===== config.mk =====
export PLATFORM = sky130hd
export DESIGN_NAME = seg_scan_decoder
export DESIGN_NICKNAME = d
export VERILOG_FILES = /design/src/rtl/seg_scan_decoder.sv
export SDC_FILE = /design/constraint.sdc
export NUM_CORES = 1
export LEC_CHECK = 0
export ABC_AREA = 0
export CAP_MARGIN = 0
export CORE_MARGIN = 2
export CORE_UTILIZATION = 60
export DETAILED_ROUTE_END_ITERATION = 6
export PLACE_DENSITY = 0.91
export RECOVER_POWER = 100
export SLEW_MARGIN = 10
export SYNTH_ARGS = -nofsm -noshare
export SYNTH_HDL_FRONTEND = slang
export SYNTH_SLANG_ARGS = --single-unit

===== constraint.sdc =====
create_clock -name clk_i -period 5.1 [get_ports clk_i]
set_clock_uncertainty 0.1 [all_clocks]
set_input_delay 0.51 -clock clk_i [delete_from_list [all_inputs] [get_ports clk_i]]
set_output_delay 0.51 -clock clk_i [all_outputs]
set_load 0.01 [all_outputs]

===== src/rtl/seg_scan_decoder.sv =====
// rtl/seg_scan_decoder.sv - readback decoder for a multiplexed active-low 7-segment display
//
// Purpose:
//   Samples the digit-select, segment and decimal-point lines of a multiplexed
//   display. Waits until each digit has been stable for STABLE_CYCLES samples,
//   then decodes the segment pattern back to its 4-bit code. Tracks complete
//   frames and declares the scan lost after TIMEOUT_CYCLES without a capture.
//
// Optional feature:
//   SEG_DP_CAPTURE_EN - when defined, dp_i is synchronised, is part of the
//   stability comparison and is captured into dp_o. When undefined, dp_i is
//   ignored and dp_o is tied to 4'b0000.
//
// Ports:
//   clk_i          system clock
//   rst_ni         asynchronous active-low reset
//   segments_i     active-low segments, bit6=a .. bit0=g
//   displays_i     active-low digit selects, bit n low = digit n lit
//   dp_i           active-low decimal point
//   sign0_o..3_o   recovered digit codes
//   digit_valid_o  bit n = sign n holds a decoded value from the current scan
//   dp_o           bit n = dp was lit when digit n was last accepted
//   frame_o        one-cycle pulse when all four digits have been captured
//   code_err_o     one-cycle pulse when an unrecognised pattern is accepted
//   timeout_o      high while the scan is lost

module seg_scan_decoder #(
  parameter int STABLE_CYCLES  = 4,
  parameter int TIMEOUT_CYCLES = 2047
) (
  input  logic       clk_i,
  input  logic       rst_ni,
  input  logic [6:0] segments_i,
  input  logic [3:0] displays_i,
  input  logic       dp_i,
  output logic [3:0] sign0_o,
  output logic [3:0] sign1_o,
  output logic [3:0] sign2_o,
  output logic [3:0] sign3_o,
  output logic [3:0] digit_valid_o,
  output logic [3:0] dp_o,
  output logic       frame_o,
  output logic       code_err_o,
  output logic       timeout_o
);

`ifdef SEG_DP_CAPTURE_EN
  localparam int VW = 12;
`else
  localparam int VW = 11;
`endif

  localparam logic [3:0]  STAB = 4'(STABLE_CYCLES);
  localparam logic [11:0] TMO  = 12'(TIMEOUT_CYCLES);

  // Sample vector layout: {displays, segments[, dp]}
  logic [VW-1:0] raw;
  logic [VW-1:0] sync1;
  logic [VW-1:0] sync2;
  logic [VW-1:0] prev;
  logic [VW-1:0] cap_vec;

`ifdef SEG_DP_CAPTURE_EN
  assign raw = {displays_i, segments_i, dp_i};
`else
  logic unused_dp;
  assign raw       = {displays_i, segments_i};
  assign unused_dp = dp_i;
`endif

  // ---------------------------------------------------------------------------
  // Synchroniser and stability filter
  // ---------------------------------------------------------------------------
  logic [3:0] stab_cnt;
  logic [3:0] stab_nxt;
  logic       stab_reach;
  logic       cap_pend;

  always_comb begin
    stab_nxt = 4'd1;
    if (sync2 == prev) begin
      stab_nxt = (stab_cnt == STAB) ? STAB : stab_cnt + 4'd1;
    end
  end

  // Only the transition into STAB accepts, so a held pattern is taken once.
  assign stab_reach = (stab_nxt == STAB) && (stab_cnt != STAB);

  // The accepted sample is latched and processed one cycle later, giving a
  // total input-to-output latency of 2 + STABLE_CYCLES edges.
  always_ff @(posedge clk_i or negedge rst_ni) begin
    if (!rst_ni) begin
      sync1    <= '0;
      sync2    <= '0;
      prev     <= '0;
      stab_cnt <= 4'd0;
      cap_vec  <= '0;
      cap_pend <= 1'b0;
    end else begin
      sync1    <= raw;
      sync2    <= sync1;
      prev     <= sync2;
      stab_cnt <= stab_nxt;
      cap_pend <= stab_reach;
      if (stab_reach) begin
        cap_vec <= sync2;
      end
    end
  end

  // ---------------------------------------------------------------------------
  // Select qualification and segment decode
  // ---------------------------------------------------------------------------
  logic [3:0] cap_disp;
  logic [6:0] cap_seg;
  logic [3:0] sel;
  logic       capture;

  assign cap_disp = cap_vec[VW-1 -: 4];
  assign cap_seg  = cap_vec[VW-5 -: 7];
  assign sel      = ~cap_disp;

  // Exactly one select low: blanking and multiple-low selects are dropped.
  assign capture = cap_pend && (sel != 4'd0) && ((sel & (sel - 4'd1)) == 4'd0);

  logic [3:0] dec_code;
  logic       dec_ok;
  logic       dec_blank;

  always_comb begin
    dec_code  = 4'h0;
    dec_ok    = 1'b1;
    dec_blank = 1'b0;
    case (cap_seg)
      7'b0000001: dec_code = 4'h0;
      7'b1001111: dec_code = 4'h1;
      7'b0010010: dec_code = 4'h2;
      7'b0000110: dec_code = 4'h3;
      7'b1001100: dec_code = 4'h4;
      7'b0100100: dec_code = 4'h5;
      7'b0100000: dec_code = 4'h6;
      7'b0001111: dec_code = 4'h7;
      7'b0000000: dec_code = 4'h8;
      7'b0000100: dec_code = 4'h9;
      7'b0001000: dec_code = 4'hA;
      7'b1100000: dec_code = 4'hB;
      7'b0110001: dec_code = 4'hC;
      7'b1000010: dec_code = 4'hD;
      7'b0110000: dec_code = 4'hE;
      7'b0111000: dec_code = 4'hF;
      7'b1111111: begin
        dec_ok    = 1'b0;
        dec_blank = 1'b1;
      end
      default: dec_ok = 1'b0;
    endcase
  end

  // ---------------------------------------------------------------------------
  // Frame tracking, digit registers and scan-state machine
  // ---------------------------------------------------------------------------
  typedef enum logic [1:0] {
    IDLE = 2'd0,
    SCAN = 2'd1,
    LOST = 2'd2
  } state_t;

  state_t          state;
  logic [11:0]     tcnt;
  logic [3:0]      seen;
  logic [3:0]      seen_nxt;
  logic [3:0]      valid_q;
  logic [3:0][3:0] sign_q;

  assign seen_nxt = seen | sel;

`ifdef SEG_DP_CAPTURE_EN
  logic [3:0] dp_q;
  logic       cap_dp;
  assign cap_dp = cap_vec[0];
`endif

  always_ff @(posedge clk_i or negedge rst_ni) begin
    if (!rst_ni) begin
      state      <= IDLE;
      tcnt       <= 12'd0;
      seen       <= 4'd0;
      valid_q    <= 4'd0;
      sign_q     <= '0;
      frame_o    <= 1'b0;
      code_err_o <= 1'b0;
      timeout_o  <= 1'b0;
`ifdef SEG_DP_CAPTURE_EN
      dp_q       <= 4'd0;
`endif
    end else begin
      frame_o    <= 1'b0;
      code_err_o <= 1'b0;
      if (capture) begin
        // A capture wins over a timeout falling on the same cycle.
        state     <= SCAN;
        tcnt      <= 12'd0;
        timeout_o <= 1'b0;
        if (seen_nxt == 4'hF) begin
          frame_o <= 1'b1;
          seen    <= 4'd0;
        end else begin
          seen <= seen_nxt;
        end
        if (dec_ok) begin
          valid_q <= valid_q | sel;
          for (int i = 0; i < 4; i++) begin
            if (sel[i]) begin
              sign_q[i] <= dec_code;
`ifdef SEG_DP_CAPTURE_EN
              dp_q[i]   <= ~cap_dp;
`endif
            end
          end
        end else begin
          valid_q <= valid_q & ~sel;
          if (!dec_blank) begin
            code_err_o <= 1'b1;
          end
        end
      end else if (state != LOST) begin
        // IDLE and SCAN both time out; LOST holds the counter until a capture.
        tcnt <= tcnt + 12'd1;
        if (tcnt + 12'd1 == TMO) begin
          state     <= LOST;
          timeout_o <= 1'b1;
          valid_q   <= 4'd0;
          seen      <= 4'd0;
        end
      end
    end
  end

  assign sign0_o       = sign_q[0];
  assign sign1_o       = sign_q[1];
  assign sign2_o       = sign_q[2];
  assign sign3_o       = sign_q[3];
  assign digit_valid_o = valid_q;

`ifdef SEG_DP_CAPTURE_EN
  assign dp_o = dp_q;
`else
  assign dp_o = 4'b0000;
`endif

endmodule


# Yosys cells after proc, flatten, opt, wreduce, memory -nomap -nowiden
# Index checks and enable logic that the tools add are counted.
# classes
addsub	3
n_eq_ne	23
n_bitwise	6
reduce_logical	14
order_cmp	0
n_div	0
n_mux	24
n_mul	0
shifts	0
# ops
operator	n
one-hot mux 4 bit (15 select lines)	1
== test 7 x 6 -> 1 bit (second input constant)	5
== test 7 bit (second input constant)	5
2-to-1 mux 4 bit	8
2-to-1 mux 12 bit	2
OR reduction 16 bit	1
== test 7 x 3 -> 1 bit (second input constant)	2
== test 7 x 4 -> 1 bit (second input constant)	2
adder 12 x 1 -> 12 bit (second input constant)	1
== test 12 x 11 -> 1 bit (second input constant)	1
AND reduction 3 bit	4
== test 11 bit	1
2-to-1 mux 1 bit	10
bitwise AND 4 bit	2
== test 4 x 3 -> 1 bit (second input constant)	2
inverter 4 bit	2
bitwise OR 4 bit	2
== test 7 x 1 -> 1 bit (second input constant)	1
== test 7 x 5 -> 1 bit (second input constant)	1
logical NOT 7 bit	1
2-to-1 mux 2 bit	3
adder 4 x 1 -> 4 bit (second input constant)	1
== test 4 bit (second input constant)	1
logical NOT 4 bit	1
7 further kinds	10
# word_totals
output_inout_bits	27
rom_bits	0
memories	0
elab_cells	87
latchBits	0
regBits	90
ram_bits	0
in_bits	14

# Longest topological paths before layout
# Gate-level depths: netlist of the first run.
# depth
depth_word	7
ltp_mapped	8
mapped_depth_nobuf	7

# Least setup slack after synthesis of the first run
# OpenSTA, ideal clock, no wires.
# synth_path
kind	reg-to-reg
start	register tcnt[0]
end	register valid_q[2], in the netlist digit_valid_o[2]
path_slack_ps	2851
required_ps	4881
path_buffers	1
setup_time_ps	119
path_stages_with_launch	9
arrival_ps	2030
period_less_slack_ps	2249
cell_sequence	dfrtp_1 ha_1 nand2_1 or3_1 a221o_1 nor4_4 and3_1 buf_6 o21ba_1
# synth_via
elab_chain_cells	4
# synth_rtl
element	line	rtl
start, declared	169	logic [11:0] tcnt;
start signal, assigned	228	tcnt <= tcnt + 12'd1;
adder 12 x 1 -> 12 bit	229	if (tcnt + 12'd1 == TMO) begin
== test 12 x 11 -> 1 bit	229	
nonzero test 2 bit (no line)	-	
AND reduction 2 bit (no line)	-	
end signal, assigned	211	valid_q <= valid_q | sel;
end signal, assigned	221	valid_q <= valid_q & ~sel;
end, declared	172	logic [3:0] valid_q;
# Every way passes these cells.
# A chain may end at the register's enable or synchronous reset.

# Final worst setup path of the first run
# layout_path
start	register cap_vec[3]
end	register sign_q, in the netlist sign0_o[1]
# layout_via
elab_chain_cells	4
word_cells_on_any_way	20
classes_between	15 x eq/ne; 2 x mux; 3 x reduce/logical
# layout_rtl
element	line	rtl
start, declared	61	logic [VW-1:0] cap_vec;
start signal, assigned	106	cap_vec <= sync2;
== test 7 x 6 -> 1 bit (tied with other cells)	134	case (cap_seg)
OR reduction 16 bit (no line)	-	
2-to-1 mux 1 bit	134	
AND reduction 3 bit (no line)	-	
end signal, assigned by index	214	sign_q[i] <= dec_code;
end, declared	173	logic [3:0][3:0] sign_q;
# Parallel ways exist; a longest one is shown, timed or not.

==> results of run 1 <==
[state kept, by name, summed over array words and instances, names as in the netlist]
register       cells
digit_valid_o      4
state              1
sync2             11
sign0_o            4
cap_pend           1
cap_vec           11
frame_o            1
tcnt              12
sign2_o            4
timeout_o          1
stab_cnt           4
code_err_o         1
sign3_o            4
sync1             11
seen               4
prev              11
sign1_o            4
[critical path, stage by stage, from the launching register on]
cell and delay (ps):
dfrtp_1 530, nor2_1 280, and4bb_2 290, nand3_1 110, and3_1 270, a211oi_1 820
mux2_2 420
[routing by layer]
metal  wire length (µm)  vias to the layer above
met2               3680                       89
met1               3110                     1308
li1                   -                     1222
met5                  0                        -
met4                152                        0
met3                412                       15
[layout by cell type (no fill, tap or decap), types with 6 or more instances in the layout]
cell type and count:
dlygate4sd3_1 34, dfrtp_1 89, inv_1 12, xor2_1 16, a211oi_1 6, nor3_1 14, clkbuf_8 9, xnor2_1 7
a21oi_1 12, mux2_2 28, nand2_1 16, nand3_1 9, nor2_1 33, o21ai_0 11
[cell families (layout without fill, tap and decap cells)]
family                   after synthesis  after routing  share of synthesized area [%]
buffers and inverters                 33             63                           4.21
flip-flops                            89             89                           56.8
adder cells (fa/ha/maj)                5              5                           1.60
multiplexers                          28             28                           8.04
XOR/XNOR                              23             23                           5.14
other                                  1              4                         0.0957
AO/OA/AOI/OAI                         51             51                           9.70
AND/OR/NAND/NOR                      107            107                           14.4
[worst max path at each step]
stage	start	endpoint	slack [ps]	depth (start not counted)
floorplan	tcnt[0]	digit_valid_o[2]	2850	8
global route	cap_vec[3]	sign3_o[2]	2030	6
CTS	sync2[10]	cap_vec[1]	2470	6
global placement	tcnt[0]	digit_valid_o[3]	2620	7
finish	cap_vec[3]	sign0_o[1]	2170	6
detailed placement	cap_vec[3]	sign1_o[0]	2540	6
[metrics by stage]
step,power [W],instance area (µm²)
after floorplan,0.000747,3930
after global placement,0.000769,4260
after detailed placement,0.000771,4260
after CTS,0.00123,4450
after global routing,0.00127,4390
final,0.00122,4390
[layout make-up]
cell class,count,area (µm²)
inverters,12,45.0
fillers,416,1960
clock inverters,7,67.6
flip-flops and latches,89,2230
multi-input cells,218,1480
clock buffers,9,124
well taps,77,96.3
repair buffers,35,345
[report_power, final]
group,internal (W),switching (W)
Sequential,0.000718,0.00000791
Clock,0.000191,0.000272
Combinational,0.00000987,0.0000186
Total,0.000920,0.000299
==> results.md, run 1 <==
* Slew @ Worst Pin at 2080 ps
* #FFs+latches synth at 89
* GRT Total Usage at 22.5%
* Hold Startpoint: sync1[4]
* Yosys cell types at 54
* Fmax at 341 MHz
* Reg2reg path depth at 6
* Min-Delay Path Class: flip-flop to flip-flop
* Async S/R FF share, synth at 100%
* Post-Syn Area at 3920 µm²
* Hold-fix buffers, CTS at 0
* Total negative slack at 0 ps
* Max rail drop VDD at 267 µV
* Seq/Total Area, Yosys at 56.8%
* H-tree depth at 3
* Core ar. at 6350 µm²
* Vias at 2634
* DR pass1 iterations at 4
* Flop2flop setup slack at 2170 ps
* Worst Hold Slack at 255 ps
* Grt met2 use at 37.6%
* Total gr overflow at 0
* Row count at 29
* Setup Fix Bufs, Post-CTS at 0
* Critical Path Start Type: flip-flop
* Critical path required time at 5250 ps
* Antenna-violating nets left at 0
* Post-route minimum period at 2930 ps
* Crit. End Element: flip-flop
* Worst Setup Slack, final at 2170 ps
* Residual DRC at 0
* DR WL/cell at 16.4 µm
* Largest net degree at the start of global routing at 90
* Synth top cells by count: dfrtp_1, nor2_1, mux2_2, nand2_1, xor2_1
* Die area at 7200 µm²
* Status: finished, violations left
* Die height at 84.8 µm
* RSZ-0062 raised after global routing: false
* Antenna violations before repair at 0
* Resize count post-CTS at 0
* P_leak at 2.04 nW
* MaxCap Viol Count at 1
* Hold Path Depth at 0
* DPL Wire Length at 4920 µm
* Most numerous cell in the Yosys netlist: dfrtp_1
* Fin nets at 384
* Worst Hold End: sync2[4]
* Port Buffers at 35
* I/O pin count at 41
* CP arrival at 3080 ps
* Starting Density at 61.7%
* Clock Path Buffers at 2
* Worst-Skew Late Latency at 360 ps
* Reg2reg start: cap_vec[3]
* Routability cong. at 0.820
* Largest cells by area after synthesis: dfrtp_1, mux2_2, xor2_1
* Drt initial violations at 128
* GRT met1 Usage at 29.6%
* Die Span X at 84.8 µm
* DR vias/cell at 5.89
* Final count of negative-setup-slack endpoints at 0
* First-pass GRT wire length at 12800 µm
* Final Hold Fails at 0
* Number of global-route vias before repair at 2703
* Fin cells at 447
* Routed WL at 7350 µm
* Ant diodes at 0
* CTS Root Cell: clkbuf_8
* Period utilization at 57.5%
* Busiest grt layer: met2
* Failing checks: max-capacitance violations, max-slew violations
* Top cell type's share of synthesized area at 56.8%
* Setup CP Type: flip-flop to flip-flop
* Met3 usage at 5.06%
* Cts bufs inserted at 9
* R2r endpoint: sign0_o[1]
* Warnings, synthesis at 0
* Post-Place Setup Slack at 2540 ps
* CTS tree: built
* Synth area leader: dfrtp_1
* Power Density at 278 nW/µm²
* Core Util, Final at 69.1%
* Post-synth EDFFs at 0
* Relative max-transition margin at -38.7%
* Post-Synthesis Cells at 337
* Largest fanout on the critical path at 13
* P&R area growth vs syn at 11.9%
* Inst Count DP at 431
* Final slew viol count at 90
* Avg Synthesized Cell Area at 11.6 µm²
* Layout cell share with drive strength beyond 1 at 13.5%
* Primary FF master, synth: dfrtp_1
* Clock sinks at 89
* Clk pin slew, worst setup/hold paths at 100 ps
Power figures use the tool's default switching activity.
==> run 2: changes to the inputs <==
--- a/config.mk
+++ b/config.mk
@@ -8,9 +8,9 @@
 export ABC_AREA = 0
 export CAP_MARGIN = 0
 export CORE_MARGIN = 2
-export CORE_UTILIZATION = 60
+export CORE_UTILIZATION = 56
 export DETAILED_ROUTE_END_ITERATION = 6
-export PLACE_DENSITY = 0.91
+export PLACE_DENSITY = 0.86
 export RECOVER_POWER = 100
 export SLEW_MARGIN = 10
 export SYNTH_ARGS = -nofsm -noshare
==> constraint.sdc (replaced) <==
create_clock -name clk_i -period 2.95 [get_ports clk_i]
set_clock_uncertainty 0.1 [all_clocks]
set_input_delay 0.295 -clock clk_i [delete_from_list [all_inputs] [get_ports clk_i]]
set_output_delay 0.295 -clock clk_i [all_outputs]
set_load 0.01 [all_outputs]
==> run 2 against run 1 <==
Net effect: the flow still finishes with violations (max-capacitance violations, max-slew violations); fmax is 8.4% higher; sequential power is 74% higher; global-route usage is 1.5 points lower; wire length is 0.29% higher; first-iteration DRC count is 27% higher; core utilization is 3.7 points lower; critical path type unchanged.
==> results.md, run 2 (synthesis gave the netlist of run 1 again) <==
* Status: finished, violations left (unchanged)
* Failing checks: max-capacitance violations, max-slew violations (unchanged)
* Total negative slack at 0 ps (unchanged)
* Clock sinks at 89 (unchanged)
* Hold-fix buffers, CTS at 0 (unchanged)
* Cell Int Power at 0.00163 W (was 0.000920 W)
* Net Sw Frac at 23.4% (was 24.5%)
* Power Density at 478 nW/µm² (was 278 nW/µm²)
* Vias at 2613 (was 2634)
* CP arrival at 2850 ps (was 3080 ps)
* Hold Startpoint: sync1[8] (was sync1[4])
* Final slew viol count at 90 (unchanged)
* Setup CP Type: flip-flop to flip-flop (unchanged)
* P&R area growth vs syn at 13.4% (was 11.9%)
* Clk pin slew, worst setup/hold paths at 90 ps (was 100 ps)
* Area of the multi-input gates at 1500 µm² (was 1480 µm²)
* Largest fanout on the critical path at 8 (was 13)
* Row count at 30 (was 29)
* Residual DRC at 0 (unchanged)
* Critical path required time at 3100 ps (was 5250 ps)
* Slew @ Worst Pin at 2120 ps (was 2080 ps)
* Resize count post-CTS at 0 (unchanged)
* Core ar. at 6790 µm² (was 6350 µm²)
* MaxCap Viol Count at 1 (unchanged)
* Port Buffers at 35 (unchanged)
* Worst-Skew Late Latency at 350 ps (was 360 ps)
* Antenna violations before repair at 0 (unchanged)
* Setup Fix Bufs, Post-CTS at 0 (unchanged)
* Max FFs per register at 12 (unchanged)
* Reg2reg start: tcnt[0] (was cap_vec[3])
* Critical Path Start Type: flip-flop (unchanged)
* CTS tree: built (unchanged)
* Ant diodes at 0 (unchanged)
* Clock Path Buffers at 2 (unchanged)
* Tot Pwr at 0.00212 W (was 0.00122 W)
* Starting Density at 57.7% (was 61.7%)
* CTS Root Cell: clkbuf_8 (unchanged)
* Fin nets at 385 (was 384)
* H-tree depth at 3 (unchanged)
* RSZ-0062 raised after global routing: false (unchanged)
* Die area at 7690 µm² (was 7200 µm²)
* Relative max-transition margin at -41.1% (was -38.7%)
* Post-route minimum period at 2710 ps (was 2930 ps)
* Die Span X at 87.7 µm (was 84.8 µm)
* Min-Delay Path Class: flip-flop to flip-flop (unchanged)
* DPL Wire Length at 4860 µm (was 4920 µm)
* GRT Total Usage at 21.0% (was 22.5%)
* Final Hold Fails at 0 (unchanged)
* Layout cell share with drive strength beyond 1 at 14.8% (was 13.5%)
* DR vias/cell at 5.60 (was 5.89)
* # fillers at 523 (was 416)
* Routability cong. at 0.865 (was 0.820)
* Reg power frac at 59.1% (was 59.6%)
* Setup crit start: tcnt[0] (was cap_vec[3])
* Clk pwr share at 38.6% (was 38.0%)
* Logic pwr share at 2.3% (about the same)
* P_leak at 2.06 nW (was 2.04 nW)
* Final count of negative-setup-slack endpoints at 0 (unchanged)
* I/O pin count at 41 (unchanged)
* Crit. End Element: flip-flop (unchanged)
* DR pass1 iterations at 4 (unchanged)
* First-pass GRT wire length at 12500 µm (was 12800 µm)
* Top reg by flops: tcnt (unchanged)
* Largest net degree at the start of global routing at 90 (unchanged)
* Routed WL at 7370 µm (was 7350 µm)
* Period utilization at 91.8% (was 57.5%)
* Register area at 2230 µm² (unchanged)
* Drt initial violations at 163 (was 128)
* Most frequent cells in the layout: dfrtp_1, dlygate4sd3_1, nor2_1, mux2_2 (unchanged)
* Cts bufs inserted at 9 (unchanged)
* Max rail drop VDD at 292 µV (was 267 µV)
* Antenna-violating nets left at 0 (unchanged)
* Commonest non-fill, non-tap cell in the layout: dfrtp_1 (unchanged)
* DR WL/cell at 15.8 µm (was 16.4 µm)
* Sw Pwr at 0.000496 W (was 0.000299 W)
* Number of global-route vias before repair at 2654 (was 2703)
* Total gr overflow at 0 (unchanged)
* Die height at 87.7 µm (was 84.8 µm)
* Fmax at 369 MHz (was 341 MHz)
run 2: changes by cell type in the layout (fill, tap and decap cells not counted), sizes merged:
cell,previous run,this run
clkinvlp,1,0
inv,17,15
clkinv,1,2
clkbuf,10,13
run 2: layout make-up:
type | instances | area share (%)
Multi-Input combinational cell | 218 | 33.8
Clock buffer | 11 | 3.41
Sequential cell | 89 | 50.1
Inverter | 12 | 1.01
Tap cell | 96 | 2.70
Timing Repair Buffer | 36 | 7.94
Clock inverter | 5 | 1.04
run 2: final timing paths:
check | end | slack (ps) | depth (start not counted)
max reg2reg | digit_valid_o[3] | 240 | 7
max | digit_valid_o[3] | 240 | 7
min reg2reg | sync2[8] | 260 | 0
min in group asynchronous | stab_cnt[3] | 460 | 1
max in group asynchronous | tcnt[3] | 1070 | 1
min | sync2[8] | 260 | 0
run 2: per-layer routing:
layer  track usage [%]  vias to the layer above  part of all wire, %
met1              28.1                     1291                   44
met4              8.53                        0                  2.2
met5                 0                        -                    0
li1                  -                     1216                    -
met3              5.84                       20                  5.1
met2              32.8                       86                   49
run 2: power by group through the flow:
stage / clock [W] / combinational [W] / sequential, W
floorplan: 0 / 0.0000168 / 0.00128
global placement: 0 / 0.0000521 / 0.00128
detailed placement: 0 / 0.0000538 / 0.00128
CTS: 0.000835 / 0.0000541 / 0.00126
global route: 0.000903 / 0.0000562 / 0.00126
finish: 0.000819 / 0.0000487 / 0.00126
run 2: critical path: stages (launching register included):
cell and delay, ps:
dfrtp_1 510, ha_1 210, nand2_1 90, or3_1 310, a221o_1 340, nor4_1 450, and3_1 410, o21ba_1 200
run 2: metrics by stage:
step	area, µm²	std cells	setup slack (ps)	hold slack [ps]	util, %
6_report	4440	467	243	255	65.4
3_5_place_dp	4290	451	386	236	63.1
5_1_grt	4440	467	114	267	65.4
4_1_cts	4480	467	370	77.4	66.0
3_3_place_gp	4290	451	462	232	63.1
2_1_floorplan	3930	340	701	-101	-
==> run 3: changes to the inputs <==
--- a/config.mk
+++ b/config.mk
@@ -10,7 +10,8 @@
 export CORE_MARGIN = 2
 export CORE_UTILIZATION = 56
 export DETAILED_ROUTE_END_ITERATION = 6
-export PLACE_DENSITY = 0.86
+export GPL_TIMING_DRIVEN = 1
+export PLACE_DENSITY = 0.79
 export RECOVER_POWER = 100
 export SLEW_MARGIN = 10
 export SYNTH_ARGS = -nofsm -noshare
==> run 3 against run 2 <==
Net effect: the flow now finishes without violations; fmax up 0.56%; core utilization up 0.15 points; first-iteration DRC count down 18%; wire length down 3.6%; worst hold slack better by 1.2 ps; final area up 0.23%; total power down 0.60%; clock power down 2%; register-to-register slack better by 20 ps; largest power group unchanged; non-clock buffer count up 3; worst setup slack better by 15 ps; global-route usage about the same.
==> results.md, run 3 (synthesis gave the netlist of run 1 again) <==
* Reg power frac at 59.5% (was 59.1%)
* Die Span X at 87.7 µm (unchanged)
* P&R area growth vs syn at 13.6% (was 13.4%)
* Cts bufs inserted at 9 (unchanged)
* Row count at 30 (unchanged)
* Die area at 7690 µm² (unchanged)
* Clock Path Buffers at 2 (unchanged)
* Flop2flop setup slack at 260 ps (was 240 ps)
* Hold Startpoint: sync1[4] (was sync1[8])
* Fmax at 371 MHz (was 369 MHz)
* Largest net degree at the start of global routing at 42 (was 90)
* DR vias/cell at 5.59 (was 5.60)
* Antenna violations before repair at 0 (unchanged)
* Period utilization at 91.3% (was 91.8%)
* I/O pin count at 41 (unchanged)
* Max rail drop VDD at 408 µV (was 292 µV)
* Min-Delay Path Class: flip-flop to flip-flop (unchanged)
* Max FFs per register at 12 (unchanged)
* Bufs and invs on worst path at 0 (unchanged)
* Core ar. at 6790 µm² (unchanged)
* Final Hold Fails at 0 (unchanged)
* Core Util, Final at 65.6% (was 65.4%)
* Worst path slowest cell: dfrtp_1 (unchanged)
* Critical path required time at 3110 ps (was 3100 ps)
* Number of global-route vias before repair at 2659 (was 2654)
* Status: completed (was finished, violations left)
* MaxCap Viol Count at 0 (was 1)
* Post-route minimum period at 2690 ps (was 2710 ps)
* Logic pwr share at 2.4% (was 2.3%)
* Reg2reg path depth at 7 (unchanged)
* Starting Density at 57.7% (unchanged)
* Routability cong. at 0.939 (was 0.865)
* Die height at 87.7 µm (unchanged)
* Clk pwr share at 38.1% (was 38.6%)
* CTS tree: built (unchanged)
* Routed WL at 7100 µm (was 7370 µm)
* Setup Fix Bufs, Post-CTS at 0 (unchanged)
* Critical Path Start Type: flip-flop (unchanged)
* DR pass1 iterations at 4 (unchanged)
* R2r endpoint: digit_valid_o[3] (unchanged)
* Port Buffers at 35 (unchanged)
* Total negative slack at 0 ps (unchanged)
* Crit path max-delay family: simple AND/OR/NAND/NOR gates (unchanged)
* Relative max-transition margin at 35.4% (was -41.1%)
* RSZ-0062 raised after global routing: false (unchanged)
* Final count of negative-setup-slack endpoints at 0 (unchanged)
* CTS Root Cell: clkbuf_8 (unchanged)
* Stages on worst setup path at 7 (unchanged)
* H-tree depth at 3 (unchanged)
* Commonest non-fill, non-tap cell in the layout: dfrtp_1 (unchanged)
* Drt initial violations at 133 (was 163)
* Slew @ Worst Pin at 969 ps (was 2120 ps)
* Setup crit start: tcnt[1] (was tcnt[0])
* Crit. End Element: flip-flop (unchanged)
* P_leak at 2.06 nW (about the same)
* Sw Pwr at 0.000519 W (was 0.000496 W)
* Clk pin slew, worst setup/hold paths at 100 ps (was 90 ps)
* Layout cell share with drive strength beyond 1 at 14.7% (was 14.8%)
* First-pass GRT wire length at 12500 µm (about the same)
* Vias at 2625 (was 2613)
* # fillers at 505 (was 523)
* Tot Pwr at 0.00211 W (was 0.00212 W)
* Fin nets at 388 (was 385)
* Cell Int Power at 0.00159 W (was 0.00163 W)
* Clock sinks at 89 (unchanged)
* Top reg by flops: tcnt (unchanged)
* DR WL/cell at 15.1 µm (was 15.8 µm)
* Setup CP Type: flip-flop to flip-flop (unchanged)
* CP arrival at 2850 ps (about the same)
* CP peak stage delay at 490 ps (was 510 ps)
* Reg2reg start: tcnt[1] (was tcnt[0])
* Net Sw Frac at 24.6% (was 23.4%)
* Final slew viol count at 0 (was 90)
* CP Capture Point: digit_valid_o[3] (unchanged)
* GRT Total Usage at 21.0% (about the same)
* Residual DRC at 0 (unchanged)
* Largest fanout on the critical path at 8 (unchanged)
* CP Cell Sequence: ha_1, nand2_1, or3_1, a221o_1, nor4_1, and3_1, o21ba_1 (unchanged)
* Antenna-violating nets left at 0 (unchanged)
* Total gr overflow at 0 (unchanged)
* DPL Wire Length at 4890 µm (was 4860 µm)
* Worst-Skew Late Latency at 360 ps (was 350 ps)
* Most frequent cells in the layout: dfrtp_1, dlygate4sd3_1, nor2_1, mux2_2 (unchanged)
* Ant diodes at 0 (unchanged)
* Power Density at 474 nW/µm² (was 478 nW/µm²)
## run 3: metrics by stage
step	instance area, µm²	std cells	hold WS, ps	worst slack, ps
after CTS	4510	470	247	356
final	4450	470	256	258
after floorplan	3930	340	-101	701
after global placement	4300	453	196	438
after global routing	4450	470	268	82.0
after detailed placement	4300	453	206	392
## run 3: area by class of cell
cell class / instances / area (µm²) / area share, %
tap: 96 / 120 / 2.70
inverter: 12 / 45.0 / 1.01
timing repair buffer: 39 / 369 / 8.29
sequential: 89 / 2230 / 50.0
clock inverter: 7 / 72.6 / 1.63
multi-input combinational: 218 / 1500 / 33.6
clock buffer: 9 / 124 / 2.78
## run 3: worst reg2reg max path, delay by kind of cell, from the launching register on
family          cells  cell delay, ps
flops               1             490
fa+ha+maj           1             190
compound gates      2             520
simple gates        4            1290
## run 3: how the worst min path moves through the flow
| stage | end | slack, ps | cells past startpoint |
|---|---|---|---|
| after CTS | sync1[6] | 250 | 1 |
| final | sync2[4] | 260 | 0 |
| after global routing | sync2[7] | 270 | 0 |
| after global placement | stab_cnt[3] | 200 | 1 |
| after detailed placement | stab_cnt[3] | 210 | 1 |
| after floorplan | cap_pend | -100 | 0 |
## run 3: routing by layer
layer / GRT usage (%) / vias up / wire, µm
met3: 5.09 / 7 / 400
met5: 0 / - / 0
li1: - / 1231 / -
met1: 27.3 / 1310 / 3120
met4: 8.39 / 0 / 90
met2: 34.1 / 77 / 3500
## run 3: power by group through the flow
stage,logic (W),clock network [W],registers [W]
global route,0.0000603,0.000875,0.00126
detailed placement,0.0000566,0,0.00128
finish,0.0000513,0.000804,0.00126
CTS,0.0000583,0.000828,0.00126
floorplan,0.0000168,0,0.00128
global placement,0.0000545,0,0.00128
## run 3: repair_timing
| item | CTS | global route |
|---|---|---|
| hold buffers | 1 | 0 |
| endpoints found under the hold margin | 39 | 0 |
| gates resized for setup | 0 | 0 |
